`config.mk`:
```
export PLATFORM = sky130hd
export DESIGN_NAME = commit_trace_gen
export DESIGN_NICKNAME = d
export VERILOG_FILES = /design/src/rtl/commit_trace_gen.sv
export SDC_FILE = /design/constraint.sdc
export NUM_CORES = 2
export LEC_CHECK = 0
export CORE_ASPECT_RATIO = 0.8
export CORE_MARGIN = 1
export CORE_UTILIZATION = 45
export DETAILED_ROUTE_END_ITERATION = 16
export DONT_BUFFER_PORTS = 1
export PLACE_DENSITY = 0.73
export SYNTH_ARGS = -nofsm -noshare
export SYNTH_HDL_FRONTEND = slang
export SYNTH_SLANG_ARGS = --single-unit
```
`constraint.sdc`:
```
create_clock -name clk -period 10.8 [get_ports clk]
set_clock_uncertainty 0.15 [all_clocks]
set_input_delay 1.62 -clock clk [delete_from_list [all_inputs] [get_ports clk]]
set_output_delay 1.62 -clock clk [all_outputs]
set_load 0.02 [all_outputs]
```
`src/rtl/commit_trace_gen.sv`:
```
// Dual-slot retire commit watcher emitting ordered {pc, dest, wdata} trace records over valid/ready.
// Optional TRACE_MASK_WDATA_EN: zero stored wdata bytes whose write strobe was clear.
module commit_trace_gen #(
  parameter int          DEPTH  = 16,
  parameter logic [31:0] END_PC = 32'hbfc00100
) (
  input  logic        clk,
  input  logic        resetn,
  input  logic        trace_en,
  input  logic        c1_valid,
  input  logic [31:0] c1_pc,
  input  logic [4:0]  c1_dest,
  input  logic [3:0]  c1_wstrb,
  input  logic [31:0] c1_wdata,
  input  logic        c2_valid,
  input  logic [31:0] c2_pc,
  input  logic [4:0]  c2_dest,
  input  logic [3:0]  c2_wstrb,
  input  logic [31:0] c2_wdata,
  output logic        rec_valid,
  input  logic        rec_ready,
  output logic [31:0] rec_pc,
  output logic [4:0]  rec_dest,
  output logic [31:0] rec_wdata,
  output logic [31:0] rec_count,
  output logic [15:0] drop_count,
  output logic        overflow,
  output logic        trace_done
);
  localparam int AW = $clog2(DEPTH);
  localparam int RW = 69;

  typedef enum logic [1:0] {RUN = 2'd0, DRAIN = 2'd1, DONE = 2'd2} state_t;

  state_t      state_q;
  logic [AW:0] wr_q, rd_q, wr_d, rd_d;
  logic [31:0] rec_count_q, rec_count_d;
  logic [15:0] drop_count_q, drop_count_d;
  logic        overflow_q, overflow_d;
  logic        trace_done_q;
  logic [RW-1:0] mem_q [DEPTH];

  logic [AW:0]   occ, free;
  logic          empty, pop;
  logic          end1, end2, qual1, qual2, keep1, keep2, drop1, drop2;
  logic [31:0]   wdata1, wdata2;
  logic [AW-1:0] widx1, widx2;
  logic [16:0]   drop_sum;
  logic [RW-1:0] head;

  always_comb begin
`ifdef TRACE_MASK_WDATA_EN
    wdata1 = c1_wdata & {{8{c1_wstrb[3]}}, {8{c1_wstrb[2]}}, {8{c1_wstrb[1]}}, {8{c1_wstrb[0]}}};
    wdata2 = c2_wdata & {{8{c2_wstrb[3]}}, {8{c2_wstrb[2]}}, {8{c2_wstrb[1]}}, {8{c2_wstrb[0]}}};
`else
    wdata1 = c1_wdata;
    wdata2 = c2_wdata;
`endif
  end

  always_comb begin
    occ   = wr_q - rd_q;
    free  = (AW+1)'(DEPTH) - occ;
    empty = (wr_q == rd_q);
    pop   = !empty && rec_ready;

    end1  = c1_valid && (c1_pc == END_PC);
    end2  = c2_valid && (c2_pc == END_PC);
    qual1 = (state_q == RUN) && trace_en && c1_valid && (|c1_wstrb) && (|c1_dest);
    // An end PC in the older slot cuts the younger slot off without counting a drop.
    qual2 = (state_q == RUN) && trace_en && c2_valid && (|c2_wstrb) && (|c2_dest) && !end1;

    // Space is judged on start-of-cycle occupancy; a same-cycle pop frees nothing.
    keep1 = qual1 && (free != '0);
    keep2 = qual2 && (keep1 ? (free >= (AW+1)'(2)) : (free != '0));
    drop1 = qual1 && !keep1;
    drop2 = qual2 && !keep2;

    widx1 = wr_q[AW-1:0];
    widx2 = widx1 + {{(AW-1){1'b0}}, keep1};
    wr_d  = wr_q + {{AW{1'b0}}, keep1} + {{AW{1'b0}}, keep2};
    rd_d  = rd_q + {{AW{1'b0}}, pop};

    rec_count_d  = rec_count_q + {31'd0, keep1} + {31'd0, keep2};
    drop_sum     = {1'b0, drop_count_q} + {16'd0, drop1} + {16'd0, drop2};
    drop_count_d = drop_sum[16] ? 16'hffff : drop_sum[15:0];
    overflow_d   = overflow_q | drop1 | drop2;
  end

  always_ff @(posedge clk or negedge resetn) begin
    if (!resetn) begin
      state_q      <= RUN;
      wr_q         <= '0;
      rd_q         <= '0;
      rec_count_q  <= '0;
      drop_count_q <= '0;
      overflow_q   <= 1'b0;
      trace_done_q <= 1'b0;
    end else begin
      wr_q         <= wr_d;
      rd_q         <= rd_d;
      rec_count_q  <= rec_count_d;
      drop_count_q <= drop_count_d;
      overflow_q   <= overflow_d;
      trace_done_q <= (state_q == DONE);
      case (state_q)
        RUN:     if (end1 || end2) state_q <= DRAIN;
        DRAIN:   if (empty) state_q <= DONE;
        default: state_q <= DONE;
      endcase
    end
  end

  always_ff @(posedge clk) begin
    if (keep1) mem_q[widx1] <= {c1_pc, c1_dest, wdata1};
    if (keep2) mem_q[widx2] <= {c2_pc, c2_dest, wdata2};
  end

  assign head       = mem_q[rd_q[AW-1:0]];
  assign rec_valid  = !empty;
  assign rec_pc     = empty ? 32'd0 : head[68:37];
  assign rec_dest   = empty ? 5'd0  : head[36:32];
  assign rec_wdata  = empty ? 32'd0 : head[31:0];
  assign rec_count  = rec_count_q;
  assign drop_count = drop_count_q;
  assign overflow   = overflow_q;
  assign trace_done = trace_done_q;

endmodule

```
**After elaboration in Yosys (flattened, before gate mapping)**

Memories as Yosys holds them, arrays and structs flattened.
Index checks and enable logic that the tools add are counted.

- Order comparisons: 1
- Reduce and logical (&&, ||, !) cells: 27
- Add/sub/neg operators: 10
- Equal/unequal tests: 7
- Bitwise operators: 2
- Muxes and demuxes: 12

Operators by type and width:

| kind | number |
|---|---|
| 32-bit by 1-bit adder with 32-bit output | 2 |
| 32-bit == test (second input constant) | 2 |
| 32-bit two-way mux | 2 |
| 16-bit by 1-bit adder with 17-bit output | 1 |
| 17-bit by 1-bit adder with 17-bit output | 1 |
| 16-bit two-way mux | 1 |
| 5-bit by 1-bit adder with 5-bit output | 3 |
| 1-bit logical AND | 15 |
| 5-bit OR reduction | 2 |
| 4-bit OR reduction | 2 |
| 5-bit == test | 1 |
| 5-bit by 2-bit >= comparator with 1-bit output (second input constant) | 1 |
| 1-bit two-way mux | 5 |
| 5-bit two-way mux | 1 |
| 5-bit nonzero test | 1 |
| 5-bit subtractor | 1 |
| 5-bit subtractor (first input constant) | 1 |
| 4-bit by 1-bit adder with 4-bit output | 1 |
| 1-bit zero test | 4 |
| 2-bit two-way mux | 2 |
| 2-bit one-hot mux with 2 select lines | 1 |
| 2-bit by 1-bit == test with 1-bit output (second input constant) | 1 |
| 2-bit == test (second input constant) | 1 |
| 2-bit zero test | 1 |
| other kinds (5) | 6 |

- Bits of input ports: 152
- Flip-flop bits (word level): 62
- Memories: 1
- Logic and storage cells: 67
- RAM bits: 1104
- Output and inout bits: 120

Memories:

| name | depth | width | read ports | clocked after Yosys merged registers in | wr ports | line | source |
|---|---|---|---|---|---|---|---|
| mem_q | 16 | 69 | 1 | 0 | 2 | 41 | `logic [RW-1:0] mem_q [DEPTH];` |

**Longest topological paths before layout**

- Word-level depth: 12
- Mapped depth: 25
- Mapped depth without buffers: 19

**Worst setup path after synthesis**

OpenSTA, ideal clock, no wires.

- Kind: register to register
- From: register rd_q[0]
- To: memory mem_q[2][0], enable pin
- Path buffers: 5
- Arrival: 10.637 ns
- Cell stages (with the launch flop): 17
- Required time: 9.966 ns
- Setup slack: -0.671 ns
- Path through: dfrtp_1 > clkbuf_1 > buf_2 > buf_1 > inv_1 > ha_1 > inv_1 > ha_1 > inv_1 > fa_1 > xnor2_1 > a2111oi_0 > mux2i_1 > buf_2 > o21ai_0 > clkbuf_1 > o41ai_1

RTL lines:

| what | line | source |
|---|---|---|
| start: declaration | 36 | `logic [AW:0] wr_q, rd_q, wr_d, rd_d;` |
| start signal: assignment | 101 | `rd_q <= rd_d;` |
| end: declaration | 41 |  |

==> out/metrics.csv <==
metric,value,unit
Final nets,3352,
final worst-path cycle share,77.83,%
Area Overhead vs Synth,8.792,%
Max Clk Rate,119.0,MHz
Clock power frac,26.9,%
CTS Root Cell,clkbuf_16,
Flop pwr share,39.4,%
critical path data arrival time,8600,ps
"slowest stage cell, crit path",dfrtp_4,
CTS resizes,0,
TritonCTS clock tree,done,
First DRT Iteration DRCs,3840,
DRT antenna net count,0,
largest net degree at the start of global routing,111,
final-report max-slew violation count,0,
Die H,326.6,um
Crit. End Element,flop,
Worst slew margin,21.18,%
CTS max path bufs,3,
clock buffer count from CTS,115,
Reg area,34720,um2
Final Wtd Congestion,0.8394,
post-layout power,0.01507,W
yosys warns,0,
gr ovfl total,0,
clock sink count,1166,
Async SR Flop Fraction,5.317,%
Critical Path RT,10990,ps
H-tree lvl count,3,
Mapped Avg Cell Area,17.77,um2
Detailed Route WL,163000,um
first-pass GRT wire length,237200,um
DR pass1 iterations,7,
Max-Cap Viols,0,
Post-synth EDFFs,1104,
Rows,118,
I/O pins,272,
crit path max fanout,42,
Vias/cell,6.416,
dpl ws,2445,ps
NetSw,0.005008,W
status,"finished, final reports clean",
Layout fillers,10542,
"commonest cells after routing, fill and taps aside","1104 x edfxtp_1, 772 x mux2_2, 345 x mux4_2",
Wirelength per Cell,32.47,um
vias in the first global route,32919,
post-route setup slack,2395,ps
Die ar.,133200,um2
Tmin final,8405,ps
Lkg Pwr,20.95,nW
Pwr Density,233.8,nW/um2
"CP delay by family, top",compound AO/OA/AOI/OAI gates,
DRC,0,
Final setup viols,0,
RSZ-0062 raised after global routing,no,
critical path class,flop to flop,
Hold Path Class,flop to flop,
I/O Buffers,0,
setup bufs post-CTS,0,
CP Cell Sequence,inv_1 -> ha_1 -> inv_1 -> ha_1 -> inv_1 -> fa_1 -> nand2b_1 -> a2111oi_0 -> mux2i_4 -> buf_4 -> o21ai_2 -> inv_1 -> ha_1 -> ha_1 -> xor2_1 -> nor3b_1 -> o2111ai_4 -> buf_4 -> o41ai_2 -> buf_4,
Die X,407.7,um
Switching Fraction,33.22,%
Multi-input gate area,23140,um2
most used flip-flop cell after synthesis,edfxtp_1,
startpoint type of the worst setup path,flop,
Core Box Area,130100,um2
share of layout cells above drive strength 1,42.55,%
combinational share of power,33.7,%
Internal,0.01007,W
"Distinct cells, synth",54,
register area share after synthesis,58.56,%
Crit path buffers/inverters,7,
GRT Total Usage,24.30,%
largest stage delay on the critical path,1010,ps
Peak VDD IR,0.2672,mV
register bit total from synthesis,1166,
Starting Density,45.56,%
"commonest non-fill, non-tap cell in the layout",edfxtp_1,
Clock Latency Late Sink,730,ps
via count,32216,
Post-CTS Hold Buffers,0,
final hold viol count,0,
Mapped Cells,3334,
Mapped Area,59260,um2
Worst-Margin Slew,1182,ps
initial antenna violation count,4,
"Net Count, Synth",3504,
clock slew at reported path FFs,60,ps
DP Wirelength,91190,um
-- area by class of cell --
type                       instances  area share [%]
antenna                            5         0.01941
clock buffer                     143           4.790
clock inverter                    68          0.9879
inverter                          19          0.1106
multi-input combinational       1800           35.89
sequential                      1166           53.85
tap                             1740           3.377
timing repair buffer              80          0.9704
-- power groups by stage --
stage / Sequential [W] / Combinational, W / Clock [W]
CTS: 0.00594 / 0.00511 / 0.00411
detailed placement: 0.00604 / 0.00509 / 0
global placement: 0.00602 / 0.00506 / 0
finish: 0.00594 / 0.00508 / 0.00406
floorplan: 0.00588 / 0.00385 / 0
global route: 0.00598 / 0.00533 / 0.00426
-- cell usage after synthesis (3+ instances only) --
cell | number | share of area (%)
a31oi_1 | 3 | 0.032
o41ai_1 | 5 | 0.074
buf_6 | 29 | 0.55
mux2_1 | 332 | 6.3
nand3_1 | 26 | 0.22
o2111ai_4 | 4 | 0.18
fa_1 | 4 | 0.14
buf_1 | 24 | 0.15
o2111ai_2 | 11 | 0.28
edfxtp_1 | 1104 | 56
buf_4 | 18 | 0.23
o2111ai_1 | 5 | 0.074
inv_1 | 19 | 0.12
nand2_1 | 32 | 0.20
o31ai_1 | 9 | 0.11
nor4_1 | 6 | 0.063
or4_1 | 8 | 0.10
and3_1 | 7 | 0.074
xor2_1 | 23 | 0.34
nor3_1 | 8 | 0.068
nor2b_1 | 75 | 0.79
mux2_2 | 772 | 15
xnor2_1 | 30 | 0.44
buf_2 | 80 | 0.68
dfrtp_1 | 62 | 2.6
nand4_1 | 14 | 0.15
clkbuf_1 | 198 | 1.3
nand2b_1 | 4 | 0.042
mux4_2 | 345 | 13
and4_1 | 3 | 0.044
o21ai_0 | 4 | 0.034
nand4b_1 | 3 | 0.044
nor2_1 | 25 | 0.16
ha_1 | 14 | 0.30
-- state kept, by name (all words and copies together), names as in the netlist --
signal and count:
mem_q 1104, rec_count 32, drop_count 16, rd_q 5, wr_q 5, state_q 2, overflow 1, trace_done 1
-- layer usage --
| layer | up-vias | global-route usage (%) | share of wire, % |
|---|---|---|---|
| met4 | 0 | 5.500 | 2.1 |
| met2 | 1550 | 37.66 | 46 |
| met3 | 223 | 6.781 | 10 |
| met5 | - | 0 | 0 |
| li1 | 13180 | - | - |
| met1 | 17263 | 34.14 | 41 |
-- cells by family (layout without fill, tap and decap cells) --
kind of cell	Yosys count	count (layout)	synth area share [%]
mux	1451	1451	34.13
flops	1166	1166	58.56
buf+inv	368	310	2.981
simple gates	224	224	2.143
compound gates	54	54	0.9734
xor+xnor	53	53	0.7833
fa+ha+maj	18	18	0.4307
other cells	0	5	0
-- worst register-to-register path, cell delays in order (launching register included) --
cell and delay, ps:
dfrtp_4 1010, inv_1 130, ha_1 220, inv_1 60
ha_1 190, inv_1 80, fa_1 540, nand2b_1 70
a2111oi_0 700, mux2i_4 120, buf_4 330, o21ai_2 920
inv_1 250, ha_1 280, ha_1 220, xor2_1 230
nor3b_1 570, o2111ai_4 650, buf_4 530, o41ai_2 140
buf_4 600
-- per-stage QoR --
| step | util (%) | hold slack (ps) | TNS [ps] | instances | instance area (um2) |
|---|---|---|---|---|---|
| after floorplan | - | 314.5 | -202590 | 3334 | 59260 |
| after detailed placement | 46.69 | 336.9 | 0 | 4805 | 60730 |
| after global placement | 46.69 | 332.9 | 0 | 4805 | 60730 |
| after global routing | 49.55 | 365.6 | 0 | 5016 | 64460 |
| final | 49.56 | 361.2 | 0 | 5021 | 64470 |
| after CTS | 49.55 | 349.3 | 0 | 5016 | 64460 |
-- path summary, 6_finish.rpt --
kind | from | endpoint | slack, ps | cells after the start
min in group asynchronous | resetn | drop_count[14]$_DFF_PN0_ | 430 | 0
setup reg to reg | rd_q[0]$_DFF_PN0_ | mem_q[2][27]$_DFFE_PP_ | 2390 | 20
hold reg to reg | rd_q[4]$_DFF_PN0_ | rd_q[4]$_DFF_PN0_ | 360 | 1
hold / removal | rd_q[4]$_DFF_PN0_ | rd_q[4]$_DFF_PN0_ | 360 | 1
max in group asynchronous | resetn | rd_q[0]$_DFF_PN0_ | 9930 | 0
setup / recovery | rd_q[0]$_DFF_PN0_ | mem_q[2][27]$_DFFE_PP_ | 2390 | 20
Power figures use the tool's default switching activity.
